<file path="src/rtl/mant_divider.sv">
// Sequential restoring divider for hidden-1 mantissas: one quotient bit per clock, MSB first.
// Optional early termination on a zero remainder is enabled by defining MANT_DIV_EARLY_TERM_EN.
`timescale 1ns/1ps
module mant_divider #(
    parameter int FRAC_W = 23,
    parameter int Q_W    = FRAC_W + 2
) (
    input  logic              clk,
    input  logic              n_rst,
    input  logic              start,
    input  logic [FRAC_W-1:0] dividend_frac,
    input  logic [FRAC_W-1:0] divisor_frac,
    output logic              busy,
    output logic              done,
    output logic [Q_W-1:0]    quotient,
    output logic              sticky,
    output logic              lt_one
);

    localparam int R_W   = FRAC_W + 2;
    localparam int CNT_W = $clog2(Q_W + 1);

    typedef enum logic [1:0] {
        IDLE = 2'd0,
        CALC = 2'd1,
        DONE = 2'd2
    } state_t;

    state_t             state_q, state_d;
    logic [R_W-1:0]     rem_q, rem_d;
    logic [R_W-1:0]     div_q, div_d;
    logic [Q_W-1:0]     quot_q, quot_d;
    logic [CNT_W-1:0]   cnt_q, cnt_d;
    logic               sticky_q, sticky_d;
    logic               lt_one_q, lt_one_d;

    logic               ge;
    logic [R_W-1:0]     diff;
    logic [R_W-1:0]     rem_next;
    logic [Q_W-1:0]     quot_shift;
    logic               finish;
`ifdef MANT_DIV_EARLY_TERM_EN
    logic [CNT_W-1:0]   fill_sh;
`endif

    // rem < 2V always holds, so the shifted partial remainder never needs an extra bit.
    always_comb begin
        ge         = (rem_q >= div_q);
        diff       = rem_q - div_q;
        rem_next   = ge ? (diff << 1) : (rem_q << 1);
        quot_shift = {quot_q[Q_W-2:0], ge};
    end

    always_comb begin
        state_d  = state_q;
        rem_d    = rem_q;
        div_d    = div_q;
        quot_d   = quot_q;
        cnt_d    = cnt_q;
        sticky_d = sticky_q;
        lt_one_d = lt_one_q;
        finish   = 1'b0;
`ifdef MANT_DIV_EARLY_TERM_EN
        fill_sh  = CNT_W'(Q_W - 1) - cnt_q;
`endif
        case (state_q)
            IDLE, DONE: begin
                if (start) begin
                    rem_d    = {2'b01, dividend_frac};
                    div_d    = {2'b01, divisor_frac};
                    quot_d   = '0;
                    cnt_d    = '0;
                    sticky_d = 1'b0;
                    lt_one_d = 1'b0;
                    state_d  = CALC;
                end else if (state_q == DONE) begin
                    state_d = IDLE;
                end
            end
            CALC: begin
                rem_d  = rem_next;
                quot_d = quot_shift;
                cnt_d  = cnt_q + 1'b1;
                if (cnt_q == CNT_W'(Q_W - 1)) begin
                    finish = 1'b1;
                end
`ifdef MANT_DIV_EARLY_TERM_EN
                // Exact result reached: the bits not yet produced are all zero.
                if (rem_next == '0) begin
                    quot_d = quot_shift << fill_sh;
                    finish = 1'b1;
                end
`endif
                if (finish) begin
                    sticky_d = (rem_next != '0);
                    lt_one_d = ~quot_d[Q_W-1];
                    state_d  = DONE;
                end
            end
            default: state_d = IDLE;
        endcase
    end

    always_ff @(posedge clk or negedge n_rst) begin
        if (!n_rst) begin
            state_q  <= IDLE;
            rem_q    <= '0;
            div_q    <= '0;
            quot_q   <= '0;
            cnt_q    <= '0;
            sticky_q <= 1'b0;
            lt_one_q <= 1'b0;
        end else begin
            state_q  <= state_d;
            rem_q    <= rem_d;
            div_q    <= div_d;
            quot_q   <= quot_d;
            cnt_q    <= cnt_d;
            sticky_q <= sticky_d;
            lt_one_q <= lt_one_d;
        end
    end

    assign busy     = (state_q == CALC);
    assign done     = (state_q == DONE);
    assign quotient = quot_q;
    assign sticky   = sticky_q;
    assign lt_one   = lt_one_q;

endmodule

</file>
<file path="config.mk">
export PLATFORM = sky130hd
export DESIGN_NAME = mant_divider
export DESIGN_NICKNAME = d
export VERILOG_FILES = /design/src/rtl/mant_divider.sv
export SDC_FILE = /design/constraint.sdc
export NUM_CORES = 1
export LEC_CHECK = 0
export CAP_MARGIN = 20
export CORE_UTILIZATION = 49
export CTS_CLUSTER_DIAMETER = 30
export DETAILED_ROUTE_END_ITERATION = 6
export PLACE_DENSITY = 0.73
export SYNTH_ARGS = -nofsm -noshare
export SYNTH_HDL_FRONTEND = slang
export SYNTH_SLANG_ARGS = --single-unit
</file>
<file path="constraint.sdc">
create_clock -name clk -period 6.8 [get_ports clk]
set_input_delay 1.02 -clock clk [delete_from_list [all_inputs] [get_ports clk]]
set_output_delay 1.02 -clock clk [all_outputs]
set_load 0.02 [all_outputs]
</file>
; ---- Word-level counts from Yosys, hierarchy flattened
; Index checks and enable logic that the tools add are counted.
[word_totals]
reg_bits = 83
inputBits = 49
output_inout_bits = 29
elab_cells = 43
[classes]
add_sub_neg = 2
n_lt_le_gt_ge = 1
n_eq_ne = 6
muxes = 18
bitwise = 1
reduce_logical = 8
[ops]
columns = cell, count
row1 = $pmux W25 S2, 2
row2 = $mux W25, 3
row3 = $ge A25 B24 Y1, 1
row4 = $reduce_bool A25 Y1, 1
row5 = $sub A24 B24 Y24, 1
row6 = $pmux W5 S2, 1
row7 = $mux W2, 3
row8 = $reduce_and A2 Y1, 3
row9 = $add A5 B1 Y5 const B, 1
row10 = $eq A5 B5 Y1 const B, 1
row11 = $mux W1, 5
row12 = $mux W5, 1
row13 = $pmux W1 S2, 2
row14 = $pmux W2 S2, 1
row15 = $ne A3 B3 Y1 const B, 1
row16 = $reduce_and A3 Y1, 1
row17 = $eq A2 B1 Y1 const B, 1
row18 = $eq A2 B2 Y1 const B, 1
row19 = $logic_not A2 Y1, 1
row20 = $ne A2 B1 Y1 const B, 1
row21 = $ne A2 B2 Y1 const B, 1
row22 = $reduce_bool A2 Y1, 1
row23 = $reduce_or A2 Y1, 1
row24 = $not A1 Y1, 1

; ---- Logic depth before layout (Yosys ltp)
[depth]
depth_word = 5
mapped_depth = 13
ltp_nobuf = 12

; ---- Least setup slack after synthesis
; OpenSTA, ideal clock, no wires.
[synth_path]
path_type = register -> register
startpoint = reg rem_q[0]
endpoint = reg sticky_q, in the netlist sticky
setup_ns = 0.126
arrival_time_ns = 2.760
required_time_ns = 6.674
setup_slack_ns = 3.914
stages_incl_launch_ff = 13
n_path_buf = 0
period_less_slack_ns = 2.886
cell_sequence = dfrtp_1 > inv_1 > ha_1 > inv_1 > fa_1 > a21o_1 > a221o_2 > a31oi_4 > a21boi_1 > or4_1 > nor3_1 > and4bb_1 > o22ai_1
[synth_between]
elab_chain_len = 5
word_cells_on_any_way = 6
cone_classes = add/sub (1) / order compare (1) / mux (3) / reduce/logical (1)
[synth_lines]
columns = element, line
row1 = from (decl), 30  ; logic [R_W-1:0] rem_q, rem_d;
row2 = from (signal assigned), 115  ; rem_q <= rem_d;
row3 = $sub A24 B24 Y24 / $ge A25 B24 Y1 (equally long branches), "49, 48"
row4 = $mux W25 (*), 50  ; rem_next = ge ? (diff << 1) : (rem_q << 1);
row5 = $reduce_bool A25 Y1 (*), 95  ; sticky_d = (rem_next != '0);
row6 = $mux W1 (*), 94  ; if (finish) begin
row7 = $pmux W1 S2 (*), 66  ; case (state_q)
row8 = to (signal assigned), 119  ; sticky_q <= sticky_d;
row9 = to (decl), 34  ; logic sticky_q, sticky_d;
; Mark *: on every way between the ends. The rest lies on a longest branch, timed or not. The select of a mux whose other input is x is not followed.
; A chain may end at the register's enable or synchronous reset.

; ---- Final worst setup path
[layout_path]
startpoint = reg state_q[0]
endpoint = out busy
[layout_between]
elab_chain_len = 1
[layout_lines]
columns = element, line
row1 = from (decl), 29  ; state_t state_q, state_d;
row2 = from (signal assigned), 114  ; state_q <= state_d;
row3 = $eq A2 B1 Y1, 124  ; assign busy = (state_q == CALC);
row4 = to (decl), 13  ; output logic busy,
; Every way passes these cells.

==> flow_summary.ini <==
[status]
outcome = complete, no violations

[layout]
stdcell_count = 771
syn2layout_area_growth_pct = 21.29
layout.nets = 706
drive_gt1_frac = 0.06457
antenna_cells = 0

[global_routing]
grt_max_degree = 84
grt_pass1_wl_um = 22250
grt_pass1_vias = 4305
antenna_found_initial = 0
grt_usage = 0.2580
grt-ovfl-total = 0

[clock_network]
clock_sinks = 83
hold_buffers = 0
numCtsBuffers = 9
htreeDepth = 3
cts_root_buf = clkbuf_8
cts_tree = yes
ctsLongestPathBuffers = 2
cts_resized = 0
clock_latency_ns = 0.37
cts.reportedPaths.clkPinSlew_ns = 0.09
post_cts_buffers = 0

[timing]
slew_viol_final = 0
rsz0062_at_grt = no
finalHoldViolations = 0
max_slew_margin = 0.3620
period_needed_ns = 4.176
finalSetupViolCount = 0
fmax_ghz = 0.2394
tns_ns = 0
finalCritPeriodShare = 0.6142
tightest_slew_ns = 0.9570
fin_skew_ns = 0.01209

[floorplanning]
start_util = 0.5025
io_pins = 78
dieArea_um2 = 10910
die_w_um = 104.4
rows = 37
core_um2 = 10230
die_h_um = 104.4

[drt]
vias = 4569
avgRoutedWirePerCell_um = 17.37
routed.top_layer = met4
ant_nets = 0
drtPass1Iterations = 5
vias_per_cell = 5.926
wl_met1_um = 6275
dr_wl_met2_um = 6141
dr_wl_met3_um = 791
wl_um = 13400
drcViolationCount = 0
drt-initial-drc-count = 436

[synth]
synth-xor-area-share = 0.02555
yosysWarnings = 0
synth_compound_area_frac = 0.2570
synthAdderAreaFrac = 0.06717
synthSimpleGateAreaFrac = 0.1562
synth_top_family_by_area = compound AO/OA/AOI/OAI gates
synthCells = 570
synth.cell_area_um2 = 5141
synth_cell_types = 69
synth_fp_nets = 646
async_flop_share = 1.000
ys_seq_elements = 83
synth.mux.area_fraction = 0.03115
synth_ff_type = dfrtp_1
synth_edf_count = 0
synth.avg_cell_area_um2 = 9.020
synth_seq_area_share = 0.4040

[job]
cap_violations = 0

[critical_path]
critPathArrivalTime_ns = 3.16
path_max_fanout = 29
cp.required_ns = 5.78
critPathLaunchType = register
criticalPathCategory = register to primary output
endpoint_kind = primary output

[placement]
finalWeightedCongestion = 0.8822
dp_hpwl_um = 9696
io_buffers = 77
place_inst = 753

[min_path]
worst_hold_path_type = register to register
cell type report:
cell class,count,area [um^2]
flip-flops and latches,83,2077
inverters,38,142.6
well taps,136,170.2
fillers,895,3995
clock buffers,10,137.6
multi-input cells,416,2776
clock inverters,6,93.84
repair buffers,82,838.3
through the flow:
step	util	setup WS [ns]	area, um^2	hold WS (ns)
2_1_floorplan	-	3.914	5141	0.4175
3_3_place_gp	0.5822	3.044	5957	0.4333
3_5_place_dp	0.5822	3.008	5957	0.4626
4_1_cts	0.6049	2.600	6188	0.4848
5_1_grt	0.6095	2.289	6236	0.5078
6_report	0.6095	2.624	6236	0.4793
synthesized netlist by cell type (3+ instances only):
cell      count  share of area
mux2i_1      16          0.031
xor2_1        7          0.012
a21oi_1      33          0.032
and2_1        3         0.0037
or4_1         4         0.0058
nor2_1       23          0.017
o21ai_1       3         0.0029
a22oi_1      22          0.032
inv_1        37          0.027
a22o_1       25          0.043
buf_6         3         0.0066
dfrtp_1      83           0.40
xnor2_1       8          0.014
nor4_1        7         0.0085
or3_1         5         0.0061
and3_1        3         0.0037
a31oi_1       4         0.0049
or2_2         4         0.0049
nand3_1      11          0.011
nor2b_1       5         0.0061
nand2b_1      4         0.0049
nor3_1        9         0.0088
nand4_1       8         0.0097
o21ai_0      72          0.070
ha_1         26          0.063
nand2_1      60          0.044
a21o_1        3         0.0044
clkbuf_1     19          0.014
a21boi_0      4         0.0058
buf_2        10         0.0097
worst max-delay path, stage by stage (launching register included):
cell	delay (ns)
dfrtp_1	0.44
nand2b_1	0.70
clkinv_1	0.69
buf_4	0.40
clkdlybuf4s50_1	0.56
routing by layer:
| layer | vias to the layer above | track usage |
|---|---|---|
| li1 | 2199 | - |
| met1 | 2213 | 0.3768 |
| met2 | 145 | 0.3912 |
| met3 | 12 | 0.04449 |
| met4 | 0 | 0.07551 |
| met5 | - | 0 |
registers in the layout (all words and copies together) (netlist names):
register  flops
state_q       2
quotient     25
rem_q        25
cnt_q         5
sticky        1
div_q        24
lt_one        1
layout by cell type (no fill, tap or decap), drive strengths merged, types with 6 or more instances in the layout:
cell type / n
clkbuf: 10
nor3: 9
ha: 26
nand2: 60
nand4: 8
a21oi: 35
nand3: 11
dfrtp: 83
clkdlybuf4s50: 76
inv: 39
mux2i: 16
nor4: 8
nor2: 23
buf: 6
a22o: 25
or3: 6
a22oi: 22
o21ai: 75
xor2: 7
xnor2: 8
final timing paths:
kind | startpoint | to | slack [ns] | cells past startpoint
worst max-delay path | state_q[0] | busy | 2.62 | 4
worst min-delay path | div_q[23] | div_q[23] | 0.48 | 2
worst max register to register | rem_q[19] | rem_q[15] | 3.15 | 10
worst min register to register | div_q[23] | div_q[23] | 0.48 | 2
max in group asynchronous | n_rst | div_q[17] | 5.66 | 2
min in group asynchronous | n_rst | cnt_q[3] | 0.55 | 1
cells by family after synthesis:
group,after synthesis
AO/OA/AOI/OAI,199
flip-flops,83
XOR/XNOR,15
adder cells (fa/ha/maj),27
AND/OR/NAND/NOR,159
multiplexers,16
buffers and inverters,71
Power is left out: the tool's default activity adds up to more than one toggle a clock period on the data nets, which glitch-free logic cannot reach.
